[src/rtl/uart_frame_sequencer.sv]
// Frames one cipher block as SYNC, sequence number, payload (MSB first), XOR checksum
// and hands it to a byte-wide UART transmitter one byte at a time.
module uart_frame_sequencer #(
    parameter int         BLOCK_BYTES = 8,
    parameter logic [7:0] SYNC_BYTE   = 8'hA5
) (
    input  logic                     clk,
    input  logic                     rst,
    input  logic [8*BLOCK_BYTES-1:0] blk_data,
    input  logic                     blk_valid,
    output logic                     blk_ready,
    output logic [7:0]               tx_data,
    output logic                     tx_start,
    input  logic                     tx_busy,
    output logic [7:0]               seq_num,
    output logic                     frame_done
);

    // state   | meaning
    // IDLE    | waiting for a block, blk_ready high
    // SEND    | current byte on tx_data, start it once the UART is free
    // HOLD    | one cycle for the UART's busy flag to rise
    // WAIT    | byte in flight, wait for busy to drop
    localparam logic [1:0] ST_IDLE = 2'd0;
    localparam logic [1:0] ST_SEND = 2'd1;
    localparam logic [1:0] ST_HOLD = 2'd2;
    localparam logic [1:0] ST_WAIT = 2'd3;

    localparam int         W        = 8 * BLOCK_BYTES;
    localparam logic [5:0] LAST_IDX = 6'(BLOCK_BYTES + 2);

    logic [1:0]   state;
    logic [W-1:0] shreg;
    logic [7:0]   chk;
    logic [5:0]   idx;
    logic [7:0]   seq_r;
    logic         done_r;
    logic [7:0]   cur_byte;

    // Byte index: 0 = sync, 1 = sequence number, last = checksum, otherwise payload.
    always_comb begin
        cur_byte = shreg[W-1 -: 8];
        if (idx == 6'd0)
            cur_byte = SYNC_BYTE;
        else if (idx == 6'd1)
            cur_byte = seq_r;
        else if (idx == LAST_IDX)
            cur_byte = chk;
    end

    always_ff @(posedge clk or posedge rst) begin
        if (rst) begin
            state  <= ST_IDLE;
            shreg  <= '0;
            chk    <= 8'h00;
            idx    <= 6'd0;
            seq_r  <= 8'h00;
            done_r <= 1'b0;
        end else begin
            done_r <= 1'b0;
            case (state)
                ST_IDLE: begin
                    if (blk_valid) begin
                        shreg <= blk_data;
                        chk   <= 8'h00;
                        idx   <= 6'd0;
                        state <= ST_SEND;
                    end
                end
                ST_SEND: begin
                    if (!tx_busy)
                        state <= ST_HOLD;
                end
                ST_HOLD: state <= ST_WAIT;
                ST_WAIT: begin
                    if (!tx_busy) begin
                        if (idx == LAST_IDX) begin
                            done_r <= 1'b1;
                            seq_r  <= seq_r + 8'd1;
                            state  <= ST_IDLE;
                        end else begin
                            idx <= idx + 6'd1;
                            // Checksum covers everything after the sync byte.
                            if (idx != 6'd0)
                                chk <= chk ^ cur_byte;
                            if (idx >= 6'd2)
                                shreg <= shreg << 8;
                            state <= ST_SEND;
                        end
                    end
                end
                default: state <= ST_IDLE;
            endcase
        end
    end

    assign blk_ready  = (state == ST_IDLE);
    assign tx_start   = (state == ST_SEND) && !tx_busy;
    assign tx_data    = (state == ST_IDLE) ? 8'h00 : cur_byte;
    assign seq_num    = seq_r;
    assign frame_done = done_r;

endmodule

[config.mk]
export PLATFORM = sky130hd
export DESIGN_NAME = uart_frame_sequencer
export DESIGN_NICKNAME = d
export VERILOG_FILES = /design/src/rtl/uart_frame_sequencer.sv
export SDC_FILE = /design/constraint.sdc
export NUM_CORES = 1
export LEC_CHECK = 0
export BUFFER_PORTS_ARGS = -buffer_cell sky130_fd_sc_hd__buf_4
export CORE_ASPECT_RATIO = 1.2
export CORE_MARGIN = 5
export CORE_UTILIZATION = 50
export DETAILED_ROUTE_END_ITERATION = 16
export GPL_TIMING_DRIVEN = 0
export PLACE_DENSITY = 0.73
export REMOVE_ABC_BUFFERS = 1
export SYNTH_ARGS = -nofsm -noshare
export SYNTH_HDL_FRONTEND = slang
export SYNTH_SLANG_ARGS = --single-unit
export TNS_END_PERCENT = 1
[constraint.sdc]
create_clock -name clk -period 6.45 [get_ports clk]
set_clock_uncertainty 0.15 [all_clocks]
set_input_delay 1.29 -clock clk [delete_from_list [all_inputs] [get_ports clk]]
set_output_delay 1.29 -clock clk [all_outputs]
set_load 0.02 [all_outputs]
==> results of run 1 <==
-- routing by layer --
layer	wire length [um]	share of wire (%)	vias up	GRT usage, %
li1	-	-	1778	-
met1	4220	43	1684	22.7
met2	4690	48	85	30.5
met3	649	6.7	11	5.42
met4	153	1.6	0	6.55
met5	0	0	-	0
-- how the worst max path moves through the flow --
| stage | endpoint | cells after the start |
|---|---|---|
| floorplan | shreg[10] | 5 |
| global placement | shreg[13] | 5 |
| detailed placement | tx_data[1] | 5 |
| CTS | tx_data[1] | 5 |
| global route | tx_data[1] | 5 |
| finish | tx_data[1] | 5 |
-- placed cells by master (no fill, tap or decap), drive strengths merged, types with 2 or more instances in the layout --
cell | Yosys | routed
dfrtp | 89 | 89
buf | 13 | 89
nand2 | 72 | 72
o21ai | 59 | 59
mux2i | 56 | 56
nor2 | 16 | 16
nand3 | 14 | 14
a21oi | 14 | 14
clkbuf | 18 | 13
a22o | 8 | 8
ha | 8 | 8
nor3 | 7 | 7
and3 | 7 | 7
inv | 6 | 6
o211ai | 5 | 5
or4 | 5 | 5
or3 | 5 | 5
a2111oi | 5 | 5
xnor2 | 5 | 5
a21o | 4 | 4
a41oi | 4 | 4
xor2 | 4 | 4
a211oi | 4 | 4
o31ai | 4 | 4
o311ai | 4 | 4
nand2b | 3 | 3
nand4 | 3 | 3
nor2b | 3 | 3
and2 | 3 | 3
mux2 | 2 | 2
or2 | 2 | 2
clkinv | 0 | 2
-- worst max-delay path, stage by stage (launching register included) --
cell and delay (ns):
sky130_fd_sc_hd__dfrtp_1 0.44, sky130_fd_sc_hd__nor3_1 0.83, sky130_fd_sc_hd__nand2_1 0.60, sky130_fd_sc_hd__a211oi_1 0.50
sky130_fd_sc_hd__nor3_1 0.11, sky130_fd_sc_hd__buf_4 0.17
-- registers in the layout, summed over array words and instances, names as in the netlist --
register and count:
frame_done 1, shreg 64, seq_num 8, chk 8, idx 6, state 2
-- stage by stage --
step                power, mW  std cells  TNS, ns  setup WS, ns  area, um^2
CTS                      2.59        651        0          1.99        5450
floorplan                1.89        426        0          1.28        4390
finish                   2.56        651        0          2.00        5450
global route             2.80        651        0          1.61        5450
global placement         2.20        632    -5.02        -0.114        5190
detailed placement       2.25        635        0          2.40        5290
-- layout make-up --
class	count	area [um^2]
clock buffer	13	139
clock inverter	3	17.5
fill	822	3490
inverter	6	25.0
multi-input combinational	331	2160
sequential	89	2230
tap	120	150
timing repair buffer	89	728
-- logic make-up after synthesis --
group                    share of synthesized area [%]
XOR/XNOR                                          1.74
AND/OR/NAND/NOR                                   15.1
buffers and inverters                             3.56
adder cells (fa/ha/maj)                           2.21
multiplexers                                      12.9
AO/OA/AOI/OAI                                     15.4
flip-flops                                        49.2
-- power by group --
part	switching (mW)	internal [mW]	leakage, nW
clock	0.189	0.140	0.0774
sequential	0.141	0.798	1.14
combinational	0.759	0.537	1.33
==> flow_summary.rst, run 1 <==
.. list-table::
   :header-rows: 1

   * - Metric
     - Value
   * - Max-cap check violation count
     - 0
   * - Count of cell types in the netlist
     - 42
   * - Detailed-route vias per instance
     - between 5 and 6
   * - Leak
     - roughly 2.6 nW
   * - Type of the worst setup path
     - reg2out
   * - Starting Density
     - 50.7%
   * - Origin of the critical flop-to-flop path
     - idx[4]
   * - Initial antenna violation count
     - 0
   * - Clock buffers created by TritonCTS
     - 9
   * - Setup repair bufs after CTS
     - 0
   * - Count of unresolved DRC violations after routing
     - 0
   * - Launching element type of the critical path
     - flip-flop
   * - Worst vdd ir
     - 0.309 mV
   * - Share of async-settable or async-resettable flops after synthesis
     - between 90% and 100%
   * - Most frequent cell after synthesis
     - sky130_fd_sc_hd__dfrtp_1
   * - Minimum clock period
     - approximately 4.5 ns
   * - Final-layout worst hold slack
     - roughly 0.33 ns
   * - Register bit count reported by yosys
     - 89
   * - Crit. Startpoint
     - idx[4]
   * - Chip width
     - around 97 um
   * - Max_slew headroom
     - between 30 and 40%
   * - Synth Warn #
     - 0
   * - Number of H-tree levels
     - 3
   * - Crit Reg-Reg Endpoint
     - chk[2]
   * - Type of the worst min-delay path
     - reg2reg
   * - Skew-Pair Late Insertion Delay
     - between 0.3 and 0.4 ns
   * - Number of hold-slack violations in the final timing report
     - 0
   * - Share of the cycle needed by the critical path after routing
     - between 60 and 70%
   * - First-pass detailed-route iteration total
     - 4
   * - Drt initial violations
     - about 140
   * - Gate count after technology mapping
     - around 460
   * - Hold worst-path end
     - shreg[37]
   * - Endpoint arrival time on the critical path
     - 3.01 ns
   * - Top achievable clock speed
     - 225 MHz
   * - Synthesized area divided by synthesized cell count
     - between 9 and 10 um^2
   * - HPWL after detailed placement
     - 6880 um
   * - Area of the die
     - ~11000 um^2
   * - Area added between synthesis and finish
     - 20.3%
   * - Depth of the worst register-to-register path
     - 5
   * - Setup Viol. Count Final
     - 0
   * - Power per Cell Area
     - 471 nW/um^2
   * - Wirelength per Cell
     - 14.9 um
   * - Netlist area before placement
     - about 4500 um^2
   * - Leading register cell type out of synthesis
     - sky130_fd_sc_hd__dfrtp_1
   * - Vias after detailed routing
     - about 3.6k
   * - Hold-critical path depth
     - 2
   * - Top cell type by total area after synthesis
     - sky130_fd_sc_hd__dfrtp_1
   * - Actual transition at the worst max-transition pin
     - approximately 1.0 ns
   * - Most instantiated cells after synthesis
     - sky130_fd_sc_hd__dfrtp_1, sky130_fd_sc_hd__nand2_1, sky130_fd_sc_hd__o21ai_0
   * - Required time at the endpoint of the critical path
     - roughly 5 ns
   * - Port buffer count
     - 86
   * - First-pass GRT wire length
     - around 17000 um
   * - Number of synthesized flops with an enable pin
     - 0
   * - Routed Antenna Nets
     - 0
   * - Worst min-delay path startpoint
     - shreg[37]
   * - Number of global-route vias before repair
     - ~3.5k
   * - Number of ports placed on the die boundary
     - 87
   * - Worst-path clk slew
     - around 0.080 ns
   * - Largest driver fanout on the critical path
     - 15
   * - Worst Setup End Kind
     - primary output
   * - Number of standard-cell rows in the floorplan
     - 38
   * - Number of hold-repair buffers added at the cts stage
     - 0
   * - Root Driver
     - sky130_fd_sc_hd__clkbuf_8
   * - Unrepaired setup endpoints after global routing
     - no
   * - Maximum buffer depth of the clock tree
     - 2
   * - Top-area cell type share of the netlist area
     - 49.2%
   * - Post-cts repair resize count
     - 0
   * - Run status
     - finished clean
   * - Share of cells above drive strength 1
     - 21.5%
   * - Overall global routing resource usage
     - between 10% and 20%
   * - CTS sink cnt
     - 89
   * - Final weighted congestion of routability-driven global placement
     - a little under 0.8
   * - Drt total wl
     - 9710 um
   * - Core Area
     - approximately 9000 um^2
   * - Share of the core filled with cells
     - 60.9%
   * - Slew Viols, Final
     - 0
   * - Synth area leaders
     - sky130_fd_sc_hd__dfrtp_1, sky130_fd_sc_hd__mux2i_1, sky130_fd_sc_hd__o21ai_0
   * - Worst setup slack for register-to-register paths
     - 3.46 ns
   * - CTS tree
     - yes
   * - Die height
     - between 100 and 150 um
   * - GR Overflow Total
     - 0
   * - Seq/Total Area, Yosys
     - roughly half
   * - Net count of the finished layout
     - 602
   * - Pin count of the biggest net entering global routing
     - 105
   * - Final antenna diode count
     - 0
Power figures use the tool's default switching activity.
==> inputs of run 2 (changes only) <==
Settings changed: PLACE_DENSITY 0.73 to 0.76.
Clock period 6.45 ns to 3.9 ns, I/O delays scaled along.
==> run 2 against run 1 <==
Power grew 70%; combinational power rose by 65%; cell area grew 1.0%; clock power up 98%; non-clock buffer count unchanged; count of clock-buffer cells in the layout fell by 1; global-route usage shrank 0.32 points; sequential share of layout area down 0.41 points; core utilization up 0.62 points; sequential power grew 65%; final cell count did not move; sequential cell count stayed put; largest cell class unchanged; largest power group unchanged; highest routed layer unchanged.
==> flow_summary.rst, run 2 (same netlist as run 1, synthesis figures left out) <==
.. list-table::
   :header-rows: 1

   * - Metric
     - Value
   * - Run status
     - finished clean
   * - Clock power frac
     - 15.0% (+2.2 points)
   * - Sequential power share
     - 35.7% (-0.9 points)
   * - Number of standard-cell rows in the floorplan
     - 38 (unchanged)
   * - Leading cell type in the layout, fill and taps excluded
     - sky130_fd_sc_hd__dfrtp_1
   * - Detailed-route vias per instance
     - 5.50 (+0.62%)
   * - Number of hold-slack violations in the final timing report
     - 0 (unchanged)
   * - Net switching fraction of the power
     - 41.7% (-0.83 points)
   * - Actual transition at the worst max-transition pin
     - 0.831 ns (-0.176 ns)
   * - Overall global routing resource usage
     - 18.0% (-0.32 points)
   * - Skew-Pair Late Insertion Delay
     - 0.35 ns (about the same)
   * - Area of the die
     - 11100 um^2 (unchanged)
   * - First-pass detailed-route iteration total
     - 5 (+1)
   * - Worst-path clk slew
     - 0.08 ns (about the same)
   * - Placement Cell Area
     - 5290 um^2 (unchanged)
   * - Count of unresolved DRC violations after routing
     - 0 (unchanged)
   * - Commonest cells after routing, fill and taps aside
     - sky130_fd_sc_hd__dfrtp_1, sky130_fd_sc_hd__buf_4, sky130_fd_sc_hd__nand2_1
   * - CTS sink cnt
     - 89 (unchanged)
   * - Cell internal pwr
     - 2.54 mW (+72%)
   * - Setup Viol. Count Final
     - 0 (unchanged)
   * - Worst vdd ir
     - 0.528 mV (+71%)
   * - Launching element type of the critical path
     - flip-flop
   * - Overall Power
     - 4.35 mW (+70%)
   * - Final antenna diode count
     - 0 (unchanged)
   * - Area added between synthesis and finish
     - 21.5%
   * - Type of the worst setup path
     - reg2out
   * - Routed Antenna Nets
     - 0 (unchanged)
   * - Port buffer count
     - 86 (unchanged)
   * - Type of the worst min-delay path
     - reg2reg
   * - Drt initial violations
     - 129 (-9.2%)
   * - Largest delay contributor family on the critical path
     - simple AND/OR/NAND/NOR gates
   * - Number of global-route vias before repair
     - 3599 (+1.7%)
   * - Share of cells above drive strength 1
     - 22.2% (+0.75 points)
   * - Final weighted congestion of routability-driven global placement
     - 0.775 (-0.97%)
   * - Die height
     - 114 um (unchanged)
   * - CTS tree
     - yes
   * - Number of ports placed on the die boundary
     - 87 (unchanged)
   * - Power per Cell Area
     - 791 nW/um^2 (+68%)
   * - Endpoint arrival time on the critical path
     - 2.66 ns (-0.35 ns)
   * - Maximum buffer depth of the clock tree
     - 2 (unchanged)
   * - Slew Viols, Final
     - 0 (unchanged)
   * - Vias after detailed routing
     - 3580 (+0.62%)
   * - Max-cap check violation count
     - 0 (unchanged)
   * - Clock buffers created by TritonCTS
     - 9 (unchanged)
   * - Share of the core filled with cells
     - 61.6% (+0.62 points)
   * - Share of the cycle needed by the critical path after routing
     - approximately 92%
   * - Net count of the finished layout
     - 602 (unchanged)
   * - Core Area
     - 8940 um^2 (unchanged)
   * - Wirelength per Cell
     - 14.8 um (-0.48%)
   * - Unrepaired setup endpoints after global routing
     - no
   * - Leak
     - 2.58 nW (+1.0%)
   * - Number of H-tree levels
     - 3 (unchanged)
   * - GR Overflow Total
     - 0 (unchanged)
   * - First-pass GRT wire length
     - 16400 um (-1.2%)
   * - CP cell instances
     - nor3_2, nand2_1, a211oi_1, nor3_1, buf_4
   * - Drt total wl
     - 9670 um (-0.48%)
   * - Pin count of the biggest net entering global routing
     - 98 (-6.7%)
   * - Starting Density
     - 50.7% (unchanged)
   * - Largest incremental delay on the critical path
     - 0.56 ns (-0.27 ns)
   * - Buf+Inv Stages, Crit Path
     - 1 (unchanged)
   * - Minimum clock period
     - 3.59 ns
   * - Setup repair bufs after CTS
     - 0 (unchanged)
   * - Post-route standard cell area excluding fillers
     - 5500 um^2 (+1.0%)
   * - Worst Setup End Kind
     - primary output
   * - Max_slew headroom
     - 44.6% (+12 points)
   * - Required time at the endpoint of the critical path
     - 2.97 ns (-2.04 ns)
   * - Master of the slowest instance on the critical path
     - sky130_fd_sc_hd__nor3_2
   * - Root Driver
     - sky130_fd_sc_hd__clkbuf_8
   * - Max FFs per register
     - 64 (unchanged)
   * - Portion of total power attributed to combinational logic
     - 49.3% (-1.2 points)
   * - Register containing the most flip-flops in the final layout
     - shreg
   * - Chip width
     - 96.9 um (unchanged)
   * - Top achievable clock speed
     - 278 MHz
   * - HPWL after detailed placement
     - 6900 um (+0.31%)
   * - Reported net switching power
     - 1.81 mW (+66%)
   * - Largest driver fanout on the critical path
     - 15 (unchanged)
   * - Initial antenna violation count
     - 0 (unchanged)
[run 2: timing repair]
item	4_1_cts	5_1_grt
endpoints found under the setup margin	8	0
gates resized for setup	1	0
hold buffers	0	0
[run 2: metal layers]
metal  track usage (%)  vias up  share of wire [%]
li1                  -     1762                  -
met1              22.1     1708                 43
met2              30.4      103                 50
met3              5.36        7                6.5
met4              5.81        0               0.68
met5                 0        -                  0
[run 2: worst min-delay path: stages, from the launching register on]
cell,delay (ns)
sky130_fd_sc_hd__dfrtp_1,0.35
sky130_fd_sc_hd__nand2_1,0.05
sky130_fd_sc_hd__o21ai_0,0.06
[run 2: power by group through the flow]
stage	registers, mW	clock network (mW)	logic (mW)
after CTS	1.55	0.675	2.17
final	1.55	0.652	2.15
after detailed placement	1.57	0	2.17
after global routing	1.61	0.701	2.44
after global placement	1.53	0	2.04
after floorplan	1.50	0	1.63
[run 2: through the flow]
step	setup slack [ns]	hold slack (ns)	std cells	TNS [ns]
after floorplan	-1.27	0.300	426	-81.58
after global placement	-2.81	0.310	632	-234.77
after detailed placement	0.264	0.320	635	0
after CTS	0.321	0.339	651	0
after global routing	0.0983	0.357	651	0
final	0.307	0.332	651	0
[run 2: final timing paths]
path	startpoint	end	slack [ns]	cells after the start
max	idx[4]	tx_data[6]	0.31	5
min	shreg[38]	shreg[38]	0.33	2
max reg2reg	state[0]	chk[4]	1.14	6
min reg2reg	shreg[38]	shreg[38]	0.33	2
max in group asynchronous	rst	shreg[33]	2.65	3
min in group asynchronous	rst	shreg[8]	0.34	2
[run 2: layout make-up]
| cell class | instances | area, um^2 |
|---|---|---|
| Multi-Input combinational cell | 331 | 2170 |
| Clock buffer | 12 | 155 |
| Inverter | 6 | 25.0 |
| Sequential cell | 89 | 2230 |
| Fill cell | 804 | 3440 |
| Timing Repair Buffer | 89 | 728 |
| Clock inverter | 4 | 51.3 |
| Tap cell | 120 | 150 |
==> inputs of run 3 (changes only) <==
Clock period 3.9 ns to 2.9 ns, I/O delays scaled along.
==> run 3 against run 2 <==
Global-route usage increased by 0.46 points; count of clock-buffer cells in the layout unchanged; hold slack got worse by 0.20 ns; power increased by 39%; critical path depth unchanged; largest power group unchanged; first-iteration DRC count increased by 29%; sequential power increased by 35%; highest routed layer unchanged; final cell count increased by 1.7%; setup slack got worse by 0.27 ns; die area unchanged; via count increased by 1.9%.
==> flow_summary.rst, run 3 (same netlist as run 1, synthesis figures left out) <==
.. list-table::
   :header-rows: 1

   * - Metric
     - Value
   * - Number of hold-slack violations in the final timing report
     - 0 (unchanged)
   * - Number of standard-cell rows in the floorplan
     - 38 (unchanged)
   * - Slew Viols, Final
     - 0 (unchanged)
   * - Overall global routing resource usage
     - 18.4% (+0.46 points)
   * - Pin count of the biggest net entering global routing
     - 98 (unchanged)
   * - Top achievable clock speed
     - approximately 350 MHz
   * - Post-layout worst setup margin
     - 0.0353 ns (-0.272 ns)
   * - Leak
     - 2.65 nW (+2.7%)
   * - Max-cap check violation count
     - 0 (unchanged)
   * - Placement-stage worst setup slack
     - -0.536 ns (-0.800 ns)
   * - Share of cells above drive strength 1
     - 27.1% (+4.9 points)
   * - Endpoint arrival time on the critical path
     - 2.13 ns (-0.53 ns)
   * - Unrepaired setup endpoints after global routing
     - yes
   * - Detailed-route vias per instance
     - 5.51 (+0.18%)
   * - Net count of the finished layout
     - 613 (+1.8%)
   * - Leading cell type in the layout, fill and taps excluded
     - sky130_fd_sc_hd__buf_4
   * - Skew-Pair Late Insertion Delay
     - 0.36 ns (about the same)
   * - Area added between synthesis and finish
     - 25.2%
   * - Run status
     - finished clean
   * - Final weighted congestion of routability-driven global placement
     - 0.775 (unchanged)
   * - Final antenna diode count
     - 0 (unchanged)
   * - Drt total wl
     - 10000 um (+3.5%)
   * - Vias after detailed routing
     - 3647 (+1.9%)
   * - Max FFs per register
     - 64 (unchanged)
   * - Overall Power
     - 6.06 mW (+39%)
   * - Power per Cell Area
     - 1070 nW/um^2 (+35%)
   * - Root Driver
     - sky130_fd_sc_hd__clkbuf_8
   * - Setup Viol. Count Final
     - 0 (unchanged)
   * - Share of the cycle needed by the critical path after routing
     - 98.8%
   * - Initial antenna violation count
     - 0 (unchanged)
   * - CTS sink cnt
     - 89 (unchanged)
   * - Required time at the endpoint of the critical path
     - 2.17 ns (-0.80 ns)
   * - First-pass GRT wire length
     - 16800 um (+2.5%)
   * - Minimum clock period
     - between 2 and 3 ns
   * - First-pass detailed-route iteration total
     - 4 (-1)
   * - Max_slew headroom
     - 43.8% (-0.79 points)
   * - HPWL after detailed placement
     - 6900 um (unchanged)
   * - Maximum buffer depth of the clock tree
     - 2 (unchanged)
   * - Launching element type of the critical path
     - flip-flop
   * - Actual transition at the worst max-transition pin
     - 0.843 ns (+0.0118 ns)
   * - Die height
     - 114 um (unchanged)
   * - Starting Density
     - 50.7% (unchanged)
   * - Register containing the most flip-flops in the final layout
     - shreg
   * - Number of global-route vias before repair
     - 3654 (+1.5%)
   * - Routed Antenna Nets
     - 0 (unchanged)
   * - Type of the worst min-delay path
     - in2async
   * - Chip width
     - 96.9 um (unchanged)
   * - Worst vdd ir
     - 0.727 mV (+38%)
   * - Largest driver fanout on the critical path
     - 10 (-5)
   * - Commonest cells after routing, fill and taps aside
     - sky130_fd_sc_hd__buf_4, sky130_fd_sc_hd__dfrtp_1, sky130_fd_sc_hd__nand2_1
   * - Worst-path clk slew
     - 0.08 ns (about the same)
   * - GR Overflow Total
     - 0 (unchanged)
   * - Wirelength per Cell
     - 15.1 um (+1.8%)
   * - Clock buffers created by TritonCTS
     - 9 (unchanged)
   * - Type of the worst setup path
     - reg2out
   * - Worst Setup End Kind
     - primary output
   * - CTS tree
     - yes
   * - Area of the die
     - 11100 um^2 (unchanged)
   * - Number of ports placed on the die boundary
     - 87 (unchanged)
   * - Count of unresolved DRC violations after routing
     - 0 (unchanged)
   * - Worst setup slack for register-to-register paths
     - 0.21 ns (-0.93 ns)
   * - Port buffer count
     - 86 (unchanged)
   * - Core Area
     - 8940 um^2 (unchanged)
   * - Number of hold-repair buffers added at the cts stage
     - 0 (unchanged)
   * - Number of H-tree levels
     - 3 (unchanged)
   * - Drt initial violations
     - 166 (+29%)
==> run 3: report_power, final <==
| part | total, mW | internal (mW) | switching, mW |
|---|---|---|---|
| logic | 3.09 | 1.31 | 1.78 |
| registers | 2.09 | 1.77 | 0.318 |
| clock network | 0.880 | 0.446 | 0.434 |
| total | 6.06 | 3.53 | 2.53 |
==> run 3: area by class of cell <==
type,instances,area (um^2)
multi-input cells,331,2250
clock inverters,4,51.3
repair buffers,100,811
clock buffers,12,155
well taps,120,150
flip-flops and latches,89,2230
fillers,791,3270
inverters,6,25.0
==> run 3: path summary, 6_finish.rpt <==
kind                              endpoint   startpoint  cells after the start
worst min register to register   shreg[38]    shreg[38]                      2
max in group asynchronous        shreg[33]          rst                      3
min in group clk                  shreg[4]  blk_data[4]                      2
worst min-delay path              shreg[8]          rst                      2
worst max-delay path            tx_data[5]       idx[4]                      5
worst max register to register      chk[1]     state[0]                      6
==> run 3: timing repair <==
action | CTS | global route
endpoints found under the setup margin | 16 | 10
gates resized for setup | 13 | 10
pin swaps | 0 | 2
setup buffers | 4 | 7
cloned | 0 | 0
==> run 3: per-stage QoR <==
stage	cell area (um^2)	hold WS (ns)	util [%]	setup TNS, ns	std cells
4_1_cts	5580	0.148	62.4	0	655
5_1_grt	5670	0.178	63.4	-0.0636	662
2_1_floorplan	4390	0.300	-	-177.57	426
3_5_place_dp	5290	0.320	59.2	-4.50	635
6_report	5670	0.134	63.4	0	662
3_3_place_gp	5190	0.310	58.0	-398.56	632
==> run 3: layer usage <==
layer | wire, um | track usage (%)
met2 | 4980 | 31.4
met5 | 0 | 0
met1 | 4310 | 22.8
met4 | 91 | 5.71
met3 | 619 | 5.24
==> run 3: worst max-delay path: stages, from the launching register on <==
cell                      delay [ns]
sky130_fd_sc_hd__dfrtp_2        0.46
sky130_fd_sc_hd__or3_4          0.47
sky130_fd_sc_hd__or3_1          0.42
sky130_fd_sc_hd__a21oi_1        0.20
sky130_fd_sc_hd__nor2_1         0.06
sky130_fd_sc_hd__buf_4          0.17
